File: src/rtl/sample_capture_scheduler_if.sv
// Control/host bundle for the sample capture scheduler: prescaler config, buffer strobes,
// and the host dump handshake. master = scheduler side, slave = host/buffer side.
interface sample_capture_scheduler_if #(
  parameter int NUM_CHANNELS = 7,
  parameter int DIV_W        = 24,
  parameter int CH_W         = 3,
  parameter int IDX_W        = 4
);
  logic                    run;
  logic [DIV_W-1:0]        cfg_div;
  logic [NUM_CHANNELS-1:0] cfg_mask;
  logic                    buf_wr_en;
  logic [CH_W-1:0]         buf_wr_ch;
  logic                    buf_rd_en;
  logic [CH_W-1:0]         buf_rd_ch;
  logic [IDX_W-1:0]        buf_rd_idx;
  logic                    rd_req;
  logic [CH_W-1:0]         rd_ch;
  logic                    rd_ack;
  logic                    rd_err;
  logic                    rd_valid;
  logic                    rd_last;
  logic                    rd_ready;
  logic                    busy;
  logic                    overrun;

  modport master (
    input  run, cfg_div, cfg_mask, rd_req, rd_ch, rd_ready,
    output buf_wr_en, buf_wr_ch, buf_rd_en, buf_rd_ch, buf_rd_idx,
           rd_ack, rd_err, rd_valid, rd_last, busy, overrun
  );

  modport slave (
    output run, cfg_div, cfg_mask, rd_req, rd_ch, rd_ready,
    input  buf_wr_en, buf_wr_ch, buf_rd_en, buf_rd_ch, buf_rd_idx,
           rd_ack, rd_err, rd_valid, rd_last, busy, overrun
  );
endinterface

File: src/rtl/sample_capture_scheduler.sv
// Prescaled capture sequencer for the per-channel sample shift buffers, with an
// interruptible host dump port; capture always preempts readout.
module sample_capture_scheduler #(
  parameter int NUM_CHANNELS = 7,
  parameter int DEPTH        = 10,
  parameter int DIV_W        = 24,
  parameter int CH_W         = 3,
  parameter int IDX_W        = 4
) (
  input logic                     clk,
  input logic                     reset,
  sample_capture_scheduler_if.master bus
);
  typedef enum logic [1:0] {IDLE, CAPTURE, READ_ISSUE, READ_WAIT} state_t;

  localparam logic [CH_W:0]         NCH      = (CH_W+1)'(NUM_CHANNELS);
  localparam logic [IDX_W-1:0]      LAST_IDX = IDX_W'(DEPTH - 1);
  localparam logic [NUM_CHANNELS-1:0] ONE_CH = NUM_CHANNELS'(1);

  state_t                  state, state_n;
  logic [DIV_W-1:0]        cnt;
  logic                    pending, pend_clr, overrun;
  logic [NUM_CHANNELS-1:0] rem, rem_n, rem_next_bit;
  logic [CH_W-1:0]         ch_q, ch_n, wr_ch;
  logic [IDX_W-1:0]        idx, idx_n;
  logic                    resume, resume_n;
  logic                    tick, drop, rd_en, rd_ack, rd_err;

  // A tick that lands while one is still pending or a capture is running is lost.
  assign tick = bus.run && (cnt >= bus.cfg_div);
  assign drop = tick && (pending || (state == CAPTURE));
  assign rem_next_bit = rem & (rem - ONE_CH);

  always_ff @(posedge clk) begin
    if (reset) state <= IDLE;
    else       state <= state_n;
  end

  always_ff @(posedge clk) begin
    if (reset) begin
      cnt     <= '0;
      pending <= 1'b0;
      overrun <= 1'b0;
      rem     <= '0;
      ch_q    <= '0;
      idx     <= '0;
      resume  <= 1'b0;
    end else begin
      if (bus.run) cnt <= tick ? '0 : cnt + DIV_W'(1);
      pending <= (pending && !pend_clr) || (tick && !drop);
      if (drop) overrun <= 1'b1;
      rem    <= rem_n;
      ch_q   <= ch_n;
      idx    <= idx_n;
      resume <= resume_n;
    end
  end

  always_comb begin
    state_n  = state;
    rem_n    = rem;
    ch_n     = ch_q;
    idx_n    = idx;
    resume_n = resume;
    pend_clr = 1'b0;
    rd_en    = 1'b0;
    rd_ack   = 1'b0;
    rd_err   = 1'b0;
    case (state)
      IDLE: begin
        if (pending) begin
          state_n  = CAPTURE;
          rem_n    = bus.cfg_mask;
          pend_clr = 1'b1;
          resume_n = 1'b0;
        end else if (bus.rd_req) begin
          rd_ack = 1'b1;
          ch_n   = bus.rd_ch;
          if ({1'b0, bus.rd_ch} < NCH) begin
            idx_n   = '0;
            state_n = READ_ISSUE;
          end else begin
            rd_err = 1'b1;
          end
        end
      end
      CAPTURE: begin
        // An empty snapshot still spends one cycle here, then leaves.
        rem_n = rem_next_bit;
        if (rem_next_bit == '0) begin
          state_n  = resume ? READ_ISSUE : IDLE;
          resume_n = 1'b0;
        end
      end
      READ_ISSUE: begin
        if (pending) begin
          state_n  = CAPTURE;
          rem_n    = bus.cfg_mask;
          pend_clr = 1'b1;
          resume_n = 1'b1;
        end else begin
          rd_en   = 1'b1;
          state_n = READ_WAIT;
        end
      end
      READ_WAIT: begin
        if (bus.rd_ready) begin
          if (idx == LAST_IDX) begin
            state_n = IDLE;
          end else begin
            idx_n   = idx + IDX_W'(1);
            state_n = READ_ISSUE;
          end
        end
      end
      default: state_n = IDLE;
    endcase
  end

  always_comb begin
    wr_ch = '0;
    for (int i = NUM_CHANNELS - 1; i >= 0; i--) begin
      if (rem[i]) wr_ch = CH_W'(i);
    end
  end

  assign bus.buf_wr_en  = (state == CAPTURE) && (rem != '0);
  assign bus.buf_wr_ch  = wr_ch;
  assign bus.buf_rd_en  = rd_en;
  assign bus.buf_rd_ch  = ch_q;
  assign bus.buf_rd_idx = idx;
  assign bus.rd_ack     = rd_ack;
  assign bus.rd_err     = rd_err;
  assign bus.rd_valid   = (state == READ_WAIT);
  assign bus.rd_last    = (state == READ_WAIT) && (idx == LAST_IDX);
  assign bus.busy       = (state != IDLE);
  assign bus.overrun    = overrun;
endmodule

File: src/flat_wrapper.sv
// flat-port wrapper written by rule: the top's interface ports become plain ports
module sample_capture_scheduler_flat 
#(
  parameter int NUM_CHANNELS = 7,
  parameter int DEPTH        = 10,
  parameter int DIV_W        = 24,
  parameter int CH_W         = 3,
  parameter int IDX_W        = 4
)
  (clk, reset, bus_run, bus_cfg_div, bus_cfg_mask, bus_rd_req, bus_rd_ch, bus_rd_ready, bus_buf_wr_en, bus_buf_wr_ch, bus_buf_rd_en, bus_buf_rd_ch, bus_buf_rd_idx, bus_rd_ack, bus_rd_err, bus_rd_valid, bus_rd_last, bus_busy, bus_overrun);
  sample_capture_scheduler_if #(.NUM_CHANNELS(NUM_CHANNELS), .DIV_W(DIV_W), .CH_W(CH_W), .IDX_W(IDX_W)) bus_i ();
  input logic clk;
  input logic reset;
  input wire logic [$bits(bus_i.run)-1:0] bus_run;
  input wire logic [$bits(bus_i.cfg_div)-1:0] bus_cfg_div;
  input wire logic [$bits(bus_i.cfg_mask)-1:0] bus_cfg_mask;
  input wire logic [$bits(bus_i.rd_req)-1:0] bus_rd_req;
  input wire logic [$bits(bus_i.rd_ch)-1:0] bus_rd_ch;
  input wire logic [$bits(bus_i.rd_ready)-1:0] bus_rd_ready;
  output wire logic [$bits(bus_i.buf_wr_en)-1:0] bus_buf_wr_en;
  output wire logic [$bits(bus_i.buf_wr_ch)-1:0] bus_buf_wr_ch;
  output wire logic [$bits(bus_i.buf_rd_en)-1:0] bus_buf_rd_en;
  output wire logic [$bits(bus_i.buf_rd_ch)-1:0] bus_buf_rd_ch;
  output wire logic [$bits(bus_i.buf_rd_idx)-1:0] bus_buf_rd_idx;
  output wire logic [$bits(bus_i.rd_ack)-1:0] bus_rd_ack;
  output wire logic [$bits(bus_i.rd_err)-1:0] bus_rd_err;
  output wire logic [$bits(bus_i.rd_valid)-1:0] bus_rd_valid;
  output wire logic [$bits(bus_i.rd_last)-1:0] bus_rd_last;
  output wire logic [$bits(bus_i.busy)-1:0] bus_busy;
  output wire logic [$bits(bus_i.overrun)-1:0] bus_overrun;
  assign bus_i.run = bus_run;
  assign bus_i.cfg_div = bus_cfg_div;
  assign bus_i.cfg_mask = bus_cfg_mask;
  assign bus_i.rd_req = bus_rd_req;
  assign bus_i.rd_ch = bus_rd_ch;
  assign bus_i.rd_ready = bus_rd_ready;
  assign bus_buf_wr_en = bus_i.buf_wr_en;
  assign bus_buf_wr_ch = bus_i.buf_wr_ch;
  assign bus_buf_rd_en = bus_i.buf_rd_en;
  assign bus_buf_rd_ch = bus_i.buf_rd_ch;
  assign bus_buf_rd_idx = bus_i.buf_rd_idx;
  assign bus_rd_ack = bus_i.rd_ack;
  assign bus_rd_err = bus_i.rd_err;
  assign bus_rd_valid = bus_i.rd_valid;
  assign bus_rd_last = bus_i.rd_last;
  assign bus_busy = bus_i.busy;
  assign bus_overrun = bus_i.overrun;
  sample_capture_scheduler #(.NUM_CHANNELS(NUM_CHANNELS), .DEPTH(DEPTH), .DIV_W(DIV_W), .CH_W(CH_W), .IDX_W(IDX_W)) u_core (.clk(clk), .reset(reset), .bus(bus_i));
endmodule
File: config.mk
export PLATFORM = sky130hd
export DESIGN_NAME = sample_capture_scheduler_flat
export DESIGN_NICKNAME = d
export VERILOG_FILES = /design/src/rtl/sample_capture_scheduler_if.sv /design/src/rtl/sample_capture_scheduler.sv /design/src/flat_wrapper.sv
export SDC_FILE = /design/constraint.sdc
export NUM_CORES = 1
export LEC_CHECK = 0
export ABC_AREA = 1
export ABC_CLOCK_PERIOD_IN_PS = 5500
export BUFFER_PORTS_ARGS = -buffer_cell sky130_fd_sc_hd__buf_4
export CAP_MARGIN = 20
export CORE_MARGIN = 5
export CORE_UTILIZATION = 30
export CTS_BUF_LIST = sky130_fd_sc_hd__clkbuf_8
export DETAILED_ROUTE_END_ITERATION = 10
export MAX_ROUTING_LAYER = met4
export SLEW_MARGIN = 5
export SYNTH_ARGS = -nofsm -noshare
export SYNTH_HDL_FRONTEND = slang
export SYNTH_SLANG_ARGS = --single-unit
File: constraint.sdc
create_clock -name clk -period 5.5 [get_ports clk]
set_clock_uncertainty 0.2 [all_clocks]
set_input_delay 0.55 -clock clk [delete_from_list [all_inputs] [get_ports clk]]
set_output_delay 0.55 -clock clk [all_outputs]
set_load 0.005 [all_outputs]
==> results.py <==
metrics = {
    "sta": {
        "setup_slack_ns": 2.97,
        "rsz0062_at_grt": "no",
        "report.final.setup_viol": 0,
        "tightest_slew_ns": 0.750,
        "drv_slew": 0,
        "setup_tns_ns": 0,
        "final_hold_viol_count": 0,
        "maxSlewHeadroom_pct": 49.9,
        "whs_ns": 0.283,
        "post-route-min-period_ns": 2.53,
        "min_period_over_period_pct": 46.0,
        "max_freq_ghz": 0.395,
    },
    "synthesis": {
        "synth_area_um2": 2890,
        "postSynth.asyncResetShare_pct": 0,
        "synth_ff_type": "dfxtp_1",
        "syn-instance-count": 428,
        "syn_nets": 494,
        "synth-edff-count": 0,
        "yosys_warnings": 0,
        "synth_cell_types": 35,
        "yosys_register_bits": 43,
        "avgSynthCellArea_um2": 6.74,
        "seq_area_frac_synth_pct": 29.8,
    },
    "worst_setup_path": {
        "critPathMaxStageDelay_ns": 0.41,
        "path_class": "register to primary output",
        "crit_top_cell": "nor2_1",
        "worstPathCellList": "inv_2 > nand2_1 > nor2_1 > inv_1 > nor2_1 > inv_1 > nor2_1 > buf_4",
        "critPathRequiredTime_ns": 4.75,
        "critPathArrivalTime_ns": 1.78,
        "crit_family": "simple AND/OR/NAND/NOR gates",
        "critPathMaxFanout": 11,
        "cp-start-kind": "register",
        "cp_slowest_cell": "dfxtp_1",
        "crit_path_end_kind": "primary output",
        "worst-path-buf-inv": 4,
    },
    "global_routing": {
        "grt_pass1_vias": 2682,
        "grt_max_degree": 24,
        "antenna_found_initial": 0,
        "overflow": 0,
        "grt_first_pass_wirelength_mm": 11.4,
        "grt_use_total_pct": 12.1,
    },
    "drt": {
        "vias": 2705,
        "routedWlPerCell_um": 10.5,
        "drt_wl_total_mm": 6.42,
        "viasPerCell": 4.41,
        "drt_first_pass_iters": 4,
        "drc": 0,
        "ant_nets": 0,
        "drt-initial-drc-count": 80,
    },
    "floorplan": {
        "ios": 57,
        "die_w_um": 108,
        "coreArea_um2": 9330,
        "die_height_um": 108,
        "die-area_um2": 11700,
        "initial_core_util_pct": 30.9,
        "row_count": 35,
    },
    "cells_and_area": {
        "layout-drive-gt1-share_pct": 17.8,
        "layout.nets": 549,
        "layout_commonest_cell": "nand2_1",
        "antenna_cells": 0,
        "final_cell_mix": "nand2_1 (90), inv_1 (68), nor2_1 (64), buf_4 (56), dfxtp_1 (43)",
        "area_delta_synth_final_pct": 23.0,
        "final_core_utilization_pct": 38.1,
    },
    "power_and_ir_drop": {
        "power_density_nw_per_um2": 227,
        "p_leak_uw": 0.00177,
        "peakVddDrop_mv": 0.127,
    },
    "clock_network": {
        "hold_buffers": 0,
        "post_cts_buffers": 0,
        "h-tree-depth": 2,
        "clk_latency_ns": 0.29,
        "cts.sink_count": 43,
        "numCtsBuffers": 5,
        "clk_pin_slew_ns": 0.08,
        "cts_root_buffer": "clkbuf_8",
        "post_cts_resized": 0,
        "tritoncts": "done",
        "ctsLongestPathBuffers": 2,
    },
    "run": {
        "max-cap-violations": 0,
    },
    "placement": {
        "gp_congestion": 0.838,
        "place_ws_ns": 2.75,
        "numPortBuffers": 56,
        "hpwlAfterDp_mm": 5.22,
    },
    "min_path": {
        "hold_path_class": "register to register",
    },
    "run_status": {
        "status": "completed",
    },
}
[sequential cells by signal (all words and copies together) (netlist names)]
register               count
u_core.cnt                24
u_core.rem                 7
u_core.bus.buf_rd_idx      4
u_core.bus.buf_rd_ch       3
u_core.state               2
u_core.bus.overrun         1
u_core.pending             1
u_core.resume              1
[worst paths after layout]
kind                                start                         end  slack (ns)  cells past startpoint
max          u_core.state[0]$_SDFFE_PP0P_                  bus_rd_err        2.97                      8
max reg2reg   u_core.cnt[23]$_SDFFE_PP0P_  u_core.cnt[9]$_SDFFE_PP0P_        3.13                     10
min            u_core.resume$_SDFFE_PP0P_  u_core.resume$_SDFFE_PP0P_        0.28                      2
min reg2reg    u_core.resume$_SDFFE_PP0P_  u_core.resume$_SDFFE_PP0P_        0.28                      2
[worst reg2reg max path, delay by kind of cell (launching register included)]
family,cells,cell delay [ns]
simple gates,9,1.41
fa+ha+maj,1,0.30
flops,1,0.33
[kinds of logic (layout without fill, tap and decap cells)]
family,count (synthesis),after routing,synth area share [%]
xor+xnor,15,15,4.55
fa+ha+maj,27,27,11.7
flops,43,43,29.8
buf+inv,80,136,11.2
compound gates,58,58,11.2
simple gates,205,205,31.5
[routing by layer]
layer  routed length, um  GRT usage, %  part of all wire (%)  up-vias
met2                2930          19.4                    46       50
met1                3130          15.8                    49     1176
met4                  58          2.43                  0.90        0
li1                    -             -                     -     1473
met5                   0             -                     0        -
met3                 305          2.57                   4.7        6
[stage by stage]
step / std cells / cell area, um^2 / power [uW]
after floorplan: 428 / 2890 / 455
after global placement: 605 / 3420 / 525
after detailed placement: 605 / 3420 / 527
after CTS: 613 / 3550 / 818
after global routing: 613 / 3550 / 860
final: 613 / 3550 / 807
[Yosys cell counts (all sizes together) (3+ instances only)]
master   n  area, um^2
ha      27         338
a21oi   22         110
o211ai   3        22.5
xor2    10        87.6
a21o     3        22.5
nand2   94         363
xnor2    5        43.8
clkbuf   3        11.3
inv     72         273
nor2    73         317
nand4    5        31.3
nor3     8        50.1
buf      5        40.0
nor4     3        18.8
nand3   18        90.1
dfxtp   43         861
o21ai   23         119
[layout make-up]
| cell class | instances | area [um^2] |
|---|---|---|
| well taps | 129 | 161 |
| flip-flops and latches | 43 | 861 |
| multi-input cells | 305 | 1700 |
| inverters | 72 | 273 |
| repair buffers | 56 | 420 |
| fillers | 989 | 5780 |
| clock buffers | 5 | 68.8 |
| clock inverters | 3 | 63.8 |
[report_power, final]
part / switching [uW] / internal (uW) / leakage, uW
logic: 94.2 / 80.0 / 0.00135
registers: 16.7 / 328 / 0.000349
clock network: 108 / 180 / 0.0000695
total: 219 / 587 / 0.00177
No activity file was read; power rests on OpenSTA's default activity.
